## config.mk

```make
export PLATFORM = sky130hd
export DESIGN_NAME = m_cache_controller
export DESIGN_NICKNAME = d
export VERILOG_FILES = /design/src/rtl/m_cache_controller.sv
export SDC_FILE = /design/constraint.sdc
export NUM_CORES = 1
export LEC_CHECK = 0
export CORE_MARGIN = 3
export CORE_UTILIZATION = 46
export CTS_CLUSTER_DIAMETER = 120
export DETAILED_ROUTE_END_ITERATION = 8
export GPL_ROUTABILITY_DRIVEN = 0
export PLACE_DENSITY = 0.8
export SKIP_LAST_GASP = 1
export SLEW_MARGIN = 10
export SYNTH_ARGS = -nofsm -noshare
export SYNTH_HDL_FRONTEND = slang
export SYNTH_SLANG_ARGS = --single-unit
```

## constraint.sdc

```tcl
create_clock -name w_clock -period 2.54 [get_ports w_clock]
set_clock_uncertainty 0.15 [all_clocks]
set_input_delay 0.508 -clock w_clock [delete_from_list [all_inputs] [get_ports w_clock]]
set_output_delay 0.508 -clock w_clock [all_outputs]
set_load 0.1 [all_outputs]
```

## src/rtl/m_cache_controller.sv

```systemverilog
// Read-side controller for a 32-entry direct-mapped cache: lookup, memory fetch
// on a miss over a req/ack handshake, line fill, and saturating hit/miss counters.
//
// state    | meaning
// ---------+--------------------------------------------------------------
// S_IDLE   | waiting for a CPU read; latches the request address
// S_LOOKUP | cache output valid for the latched address; a hit responds
// S_MFETCH | memory request outstanding; timer counts down to a timeout
// S_FILL   | line write pulse on the cache port; response raised
// S_RESP   | response (normal or timeout) pulse ends; back to idle
module m_cache_controller #(
  parameter int unsigned TIMEOUT = 255,
  parameter int unsigned CNT_W   = 16
) (
  input  logic             w_clock,
  input  logic             w_reset_n,
  input  logic             w_req,
  input  logic [31:0]      w_addr,
  output logic             w_busy,
  output logic             w_ready,
  output logic [31:0]      w_rdata,
  output logic             w_err,
  output logic [31:0]      w_c_addr,
  input  logic             w_c_hit,
  input  logic [31:0]      w_c_dout,
  output logic             w_c_we,
  output logic [4:0]       w_c_wa,
  output logic [57:0]      w_c_wd,
  output logic             w_m_req,
  output logic [31:0]      w_m_addr,
  input  logic             w_m_ack,
  input  logic [31:0]      w_m_rdata,
  output logic [CNT_W-1:0] w_hit_cnt,
  output logic [CNT_W-1:0] w_miss_cnt
);

  typedef enum logic [2:0] {
    S_IDLE,
    S_LOOKUP,
    S_MFETCH,
    S_FILL,
    S_RESP
  } state_t;

  // Down-counter loaded on a miss; reaching zero without an ack is the timeout.
  localparam logic [15:0] TIMER_LOAD = 16'(TIMEOUT - 1);

  state_t            state_q, state_d;
  logic [31:0]       addr_q, addr_d;
  logic [15:0]       timer_q, timer_d;
  logic              ready_d, err_d, c_we_d, m_req_d;
  logic [31:0]       rdata_d, m_addr_d;
  logic [4:0]        c_wa_d;
  logic [57:0]       c_wd_d;
  logic [CNT_W-1:0]  hit_d, miss_d;

  assign w_c_addr = addr_q;

  always_comb begin
    state_d  = state_q;
    addr_d   = addr_q;
    timer_d  = timer_q;
    ready_d  = 1'b0;
    err_d    = 1'b0;
    c_we_d   = 1'b0;
    rdata_d  = w_rdata;
    c_wa_d   = w_c_wa;
    c_wd_d   = w_c_wd;
    m_req_d  = w_m_req;
    m_addr_d = w_m_addr;
    hit_d    = w_hit_cnt;
    miss_d   = w_miss_cnt;
    case (state_q)
      S_IDLE: begin
        if (w_req) begin
          addr_d  = w_addr;
          state_d = S_LOOKUP;
        end
      end
      S_LOOKUP: begin
        if (w_c_hit) begin
          rdata_d = w_c_dout;
          ready_d = 1'b1;
          if (w_hit_cnt != {CNT_W{1'b1}}) hit_d = w_hit_cnt + CNT_W'(1);
          state_d = S_IDLE;
        end else begin
          if (w_miss_cnt != {CNT_W{1'b1}}) miss_d = w_miss_cnt + CNT_W'(1);
          m_req_d  = 1'b1;
          m_addr_d = {addr_q[31:2], 2'b00};
          timer_d  = TIMER_LOAD;
          state_d  = S_MFETCH;
        end
      end
      S_MFETCH: begin
        if (w_m_ack) begin
          m_req_d = 1'b0;
          c_we_d  = 1'b1;
          c_wa_d  = addr_q[6:2];
          c_wd_d  = {1'b1, addr_q[31:7], w_m_rdata};
          rdata_d = w_m_rdata;
          state_d = S_FILL;
        end else if (timer_q == 16'd0) begin
          m_req_d = 1'b0;
          err_d   = 1'b1;
          ready_d = 1'b1;
          rdata_d = 32'd0;
          state_d = S_RESP;
        end else begin
          timer_d = timer_q - 16'd1;
        end
      end
      S_FILL: begin
        ready_d = 1'b1;
        state_d = S_RESP;
      end
      S_RESP: begin
        state_d = S_IDLE;
      end
      default: state_d = S_IDLE;
    endcase
  end

  always_ff @(posedge w_clock or negedge w_reset_n) begin
    if (!w_reset_n) begin
      state_q    <= S_IDLE;
      addr_q     <= 32'd0;
      timer_q    <= 16'd0;
      w_busy     <= 1'b0;
      w_ready    <= 1'b0;
      w_err      <= 1'b0;
      w_rdata    <= 32'd0;
      w_c_we     <= 1'b0;
      w_c_wa     <= 5'd0;
      w_c_wd     <= 58'd0;
      w_m_req    <= 1'b0;
      w_m_addr   <= 32'd0;
      w_hit_cnt  <= '0;
      w_miss_cnt <= '0;
    end else begin
      state_q    <= state_d;
      addr_q     <= addr_d;
      timer_q    <= timer_d;
      w_busy     <= (state_d != S_IDLE);
      w_ready    <= ready_d;
      w_err      <= err_d;
      w_rdata    <= rdata_d;
      w_c_we     <= c_we_d;
      w_c_wa     <= c_wa_d;
      w_c_wd     <= c_wd_d;
      w_m_req    <= m_req_d;
      w_m_addr   <= m_addr_d;
      w_hit_cnt  <= hit_d;
      w_miss_cnt <= miss_d;
    end
  end

endmodule

```

# Yosys cells after proc, flatten, opt, wreduce, memory -nomap -nowiden
# Index checks and enable logic that the tools add are counted.
dict set report classes {
  order_cmp 0
  reduce_logical 12
  n_addsub 3
  bitwise 1
  n_eq_ne 10
  shifts 0
  n_div 0
  muxes 24
  mul 0
}
# op count
set ops {}
lappend ops {{$mux W32} 3}
lappend ops {{$pmux W32 S2} 1}
lappend ops {{$mux W16} 3}
lappend ops {{$add A16 B1 Y16 const B} 2}
lappend ops {{$ne A16 B16 Y1 const B} 2}
lappend ops {{$pmux W16 S2} 1}
lappend ops {{$logic_not A16 Y1} 1}
lappend ops {{$sub A16 B1 Y16 const B} 1}
lappend ops {{$pmux W3 S4} 1}
lappend ops {{$reduce_and A3 Y1} 4}
lappend ops {{$mux W1} 9}
lappend ops {{$mux W3} 3}
lappend ops {{$ne A2 B2 Y1 const B} 4}
lappend ops {{$eq A3 B2 Y1 const B} 2}
lappend ops {{$reduce_and A2 Y1} 3}
lappend ops {{$reduce_and A4 Y1} 1}
lappend ops {{$eq A3 B1 Y1 const B} 1}
lappend ops {{$logic_not A3 Y1} 1}
lappend ops {{$ne A3 B3 Y1 const B} 1}
lappend ops {{$pmux W1 S3} 1}
lappend ops {{$reduce_bool A3 Y1} 1}
lappend ops {{$mux W2} 1}
lappend ops {{$pmux W1 S2} 1}
lappend ops {{$reduce_bool A2 Y1} 1}
lappend ops {{$not A1 Y1} 1}
dict set report totals {
  mem_bits_rw 0
  latch_bits 0
  in_bits 101
  out_inout_bits 196
  reg_bits 213
  rom_bits 0
  memories 0
}

# Depth between registers and ports, before layout
dict set report logic_depth {
  ltp_word 5
  ltp_mapped 8
  mapped_depth_nobuf 6
}

# Worst setup path after synthesis
# No wires, ideal clock.
dict set report synth_timing {
  kind {register to register}
  startpoint {register w_miss_cnt[0]}
  endpoint {register w_miss_cnt[1]}
  path_stages_with_launch 6
  synth_period_minus_slack_ps 2685
  required_ps 2264
  arrival_ps 2409
  setup_slack_ps -145
  setup_time_ps 126
  path_cell_list {dfrtp_1 > ha_1 > nand4_1 > nor4_2 > nor2_1 > mux2_2}
}
dict set report synth_between {
  elab_chain_cells 2
  elab_cells_between_ends 3
}
# item line
set synth_rtl {}
lappend synth_rtl {{start, declared} 34} ;# output logic [CNT_W-1:0] w_miss_cnt
lappend synth_rtl {{start signal, assigned} 153} ;# w_miss_cnt <= miss_d;
lappend synth_rtl {{parallel branches: the longest is 2 deep, another holds $add A16 B1 Y16} -}
# Several ways; the timed one is not identified.
# A chain may end at the register's enable or synchronous reset.

# Worst setup path after layout
dict set report layout_timing {
  startpoint {register timer_q[0]}
  endpoint {register timer_q[7]}
}
dict set report layout_between {
  elab_chain_cells 4
  elab_cells_between_ends 7
}
# item line
set layout_rtl {}
lappend layout_rtl {{start, declared} 50} ;# logic [15:0] timer_q, timer_d;
lappend layout_rtl {{start signal, assigned} 142} ;# timer_q <= timer_d;
lappend layout_rtl {{$sub A16 B1 Y16} 109} ;# timer_d = timer_q - 16'd1;
lappend layout_rtl {{$mux W16} 102} ;# end else if (timer_q == 16'd0) begin
lappend layout_rtl {{$mux W16} 95} ;# if (w_m_ack) begin
lappend layout_rtl {{$pmux W16 S2} 73} ;# case (state_q)
# Parallel ways exist; a longest one is shown, timed or not. The select of a mux whose other input is x is not followed.

==> results.py <==
metrics = {
    "cells_and_area": {
        "fin_area_mm2": 0.0129,
        "nNetsFinal": 1144,
        "area_delta_synth_final_pct": 44.1,
        "drive_gt1_share_pct": 35.1,
        "diodes": 0,
    },
    "cts": {
        "post_cts_buffers": 0,
        "insertion_delay_ns": 0.52,
        "htree_levels": 1,
        "cts_tree": "done",
        "clock-sinks": 213,
        "path_clk_slew_ns": 0.07,
        "cts_buffers": 24,
        "clockRootBuffer": "clkbuf_16",
        "ctsLongestPathBuffers": 3,
    },
    "detailed_routing": {
        "drt-total-wl_mm": 24.9,
        "dr_total_vias": 7120,
        "viasPerCell": 5.40,
        "wl_per_cell_um": 18.9,
        "drtAntennaViolNets": 0,
        "drc": 0,
        "dr.pass1.iters": 4,
        "first_iter_violations": 345,
    },
    "timing": {
        "post-route-period-util_pct": 90.9,
        "finalSetupViolations": 0,
        "period_needed_ns": 2.31,
        "rsz0062_at_grt": "false",
        "max_freq_ghz": 0.433,
        "drv_slew": 0,
        "hold_violations": 0,
    },
    "die": {
        "rows": 50,
        "die_h_um": 146,
        "dieWidth_um": 146,
        "core_area_mm2": 0.0189,
        "initial_core_util_pct": 47.4,
        "die_area_mm2": 0.0212,
        "io_pins": 297,
    },
    "setup_path": {
        "cp_data_arrival_time_ns": 2.55,
        "critPathKind": "reg -> reg",
        "crit_chain": "inv_1, ha_1, nor4b_2, and4_1, buf_4, o31ai_1, or3b_1",
        "critPathSlowestCell": "dfrtp_1",
        "start_kind": "flop",
        "critPathMaxFanout": 8,
        "cp.required_ns": 2.78,
        "worst_setup_path_end_kind": "flop",
        "cp_slowest_stage_delay_ns": 0.40,
    },
    "global_routing": {
        "antenna_found_initial": 0,
        "grt_max_degree": 72,
        "grt.total_usage_pct": 22.8,
        "grt_pass1_wl_mm": 39.7,
        "grt_pass1_vias": 7346,
        "grt-ovfl-total": 0,
    },
    "flow_run": {
        "max_cap_violations": 0,
    },
    "synthesis": {
        "synthArstFlopShare_pct": 100,
        "synth_flop_cell": "dfrtp_1",
        "synthCells": 726,
        "ys_seq_elements": 213,
        "mappedNetlistArea_mm2": 0.00896,
        "ys.warnings.count": 0,
        "ys_types": 52,
        "yosysSeqAreaShare_pct": 59.5,
        "synth_edf_count": 0,
        "avgSynthCellArea_um2": 12.3,
    },
    "run_status": {
        "status": "finished clean",
    },
    "min_path": {
        "hp-class": "in -> async",
    },
    "placement": {
        "place_hpwl_mm": 17.3,
        "io_buffers": 294,
        "post_dp_cell_area_mm2": 0.0120,
    },
}
## final timing paths
check                                        startpoint                    endpoint  slack (ns)  cells past startpoint
worst max-delay path             timer_q[0]$_DFFE_PN0P_      timer_q[7]$_DFFE_PN0P_        0.23                      7
worst min-delay path                          w_reset_n  w_miss_cnt[12]$_DFFE_PN0P_        0.33                      2
worst max register to register   timer_q[0]$_DFFE_PN0P_      timer_q[7]$_DFFE_PN0P_        0.23                      7
worst min register to register  w_m_addr[9]$_DFFE_PN0P_     w_m_addr[9]$_DFFE_PN0P_        0.33                      2
max in group asynchronous                     w_reset_n    w_c_addr[28]$_DFFE_PN0P_        1.18                      3
min in group w_clock            w_m_addr[9]$_DFFE_PN0P_     w_m_addr[9]$_DFFE_PN0P_        0.33                      2
## kinds of logic after synthesis
| kind of cell | after synthesis | share of synthesized area, % |
|---|---|---|
| simple gates | 223 | 13.0 |
| flops | 213 | 59.5 |
| compound gates | 105 | 9.07 |
| mux | 102 | 12.8 |
| buf+inv | 52 | 2.62 |
| xor+xnor | 27 | 2.64 |
| fa+ha+maj | 3 | 0.419 |
| other cells | 1 | 0.0418 |
## layout by cell type (no fill, tap or decap), types with 3 or more instances in the layout
cell type,instances
inv_1,8
mux2i_1,3
bufinv_16,8
mux2_1,19
and4_1,6
nor3_1,17
and3_1,4
or3b_1,3
nor2_1,16
buf_4,219
a21oi_1,16
clkdlybuf4s50_1,99
o31ai_1,5
a2bb2oi_1,32
or2_2,4
nand3_1,17
xor2_1,23
nor4b_4,3
dfrtp_1,210
or3_1,4
nor4_1,7
nand2b_1,3
nand2_1,112
mux2_2,80
or4_1,6
a221oi_1,32
dfrtp_2,3
clkbuf_16,24
ha_1,3
buf_12,11
xnor2_1,4
clkinv_2,4
o21ai_0,7
nand4_1,7
## sequential cells by signal, summed over array words and instances (netlist names)
signal,count
w_c_wd,58
w_c_addr,32
w_rdata,32
w_m_addr,30
timer_q,16
w_hit_cnt,16
w_miss_cnt,16
w_c_wa,5
state_q,3
w_busy,1
w_c_we,1
w_err,1
w_m_req,1
w_ready,1
## cell type report
type	count	area, um2
Timing Repair Buffer	331	2880
Multi-Input combinational cell	462	3420
Sequential cell	213	5330
Tap cell	260	325
Clock buffer	27	622
Fill cell	1425	5970
Clock inverter	17	312
Inverter	8	30.0
## metal layers
layer | vias to the layer above | wire, um | GRT usage (%)
li1 | 3260 | - | -
met1 | 3587 | 9920 | 28.2
met2 | 221 | 12500 | 39.4
met3 | 52 | 1740 | 6.45
met4 | 0 | 745 | 6.74
met5 | - | 0 | 0
## worst max-delay path, delay by kind of cell, from the launching register on
kind,cells,cell delay [ns]
AND/OR/NAND/NOR,3,0.85
flip-flops,1,0.40
buffers and inverters,2,0.28
adder cells (fa/ha/maj),1,0.27
AO/OA/AOI/OAI,1,0.23
## what timing repair did
action	in CTS	in global routing
hold endpoints to repair	43	0
hold buffers	1	0
endpoints found under the setup margin	0	38
resized for setup	0	1
## cell usage after synthesis (all sizes together) (4+ instances only)
| master | count | area share, % |
|---|---|---|
| and3 | 4 | 0.28 |
| dfrtp | 213 | 59 |
| or2 | 4 | 0.28 |
| buf | 26 | 1.5 |
| xor2 | 23 | 2.2 |
| and4 | 6 | 0.59 |
| a221oi | 32 | 3.1 |
| nand3 | 17 | 0.95 |
| o31ai | 5 | 0.42 |
| nor4b | 4 | 0.80 |
| inv | 8 | 0.34 |
| a2bb2oi | 32 | 3.1 |
| clkbuf | 18 | 0.75 |
| a21oi | 17 | 0.99 |
| mux2 | 99 | 12 |
| or3 | 4 | 0.28 |
| nand4 | 8 | 0.63 |
| nor2 | 17 | 0.80 |
| nor4 | 10 | 1.0 |
| o21ai | 7 | 0.39 |
| or4 | 6 | 0.50 |
| nor3 | 17 | 0.95 |
| nand2 | 112 | 4.7 |
| xnor2 | 4 | 0.39 |
## per-stage QoR
step	setup TNS (ns)	hold slack (ns)	util, %	std cells	setup WS (ns)
finish	0	0.327	68.4	1318	0.232
global route	0	0.343	68.4	1318	0.0909
CTS	0	0.329	68.4	1318	0.231
detailed placement	0	0.299	63.4	1273	0.0193
global placement	0	0.292	63.4	1273	0.0428
floorplan	-0.0142	0.0624	-	727	-0.0142
Power is left out: the tool's default activity adds up to more than one toggle a clock period on the data nets, which glitch-free logic cannot reach.
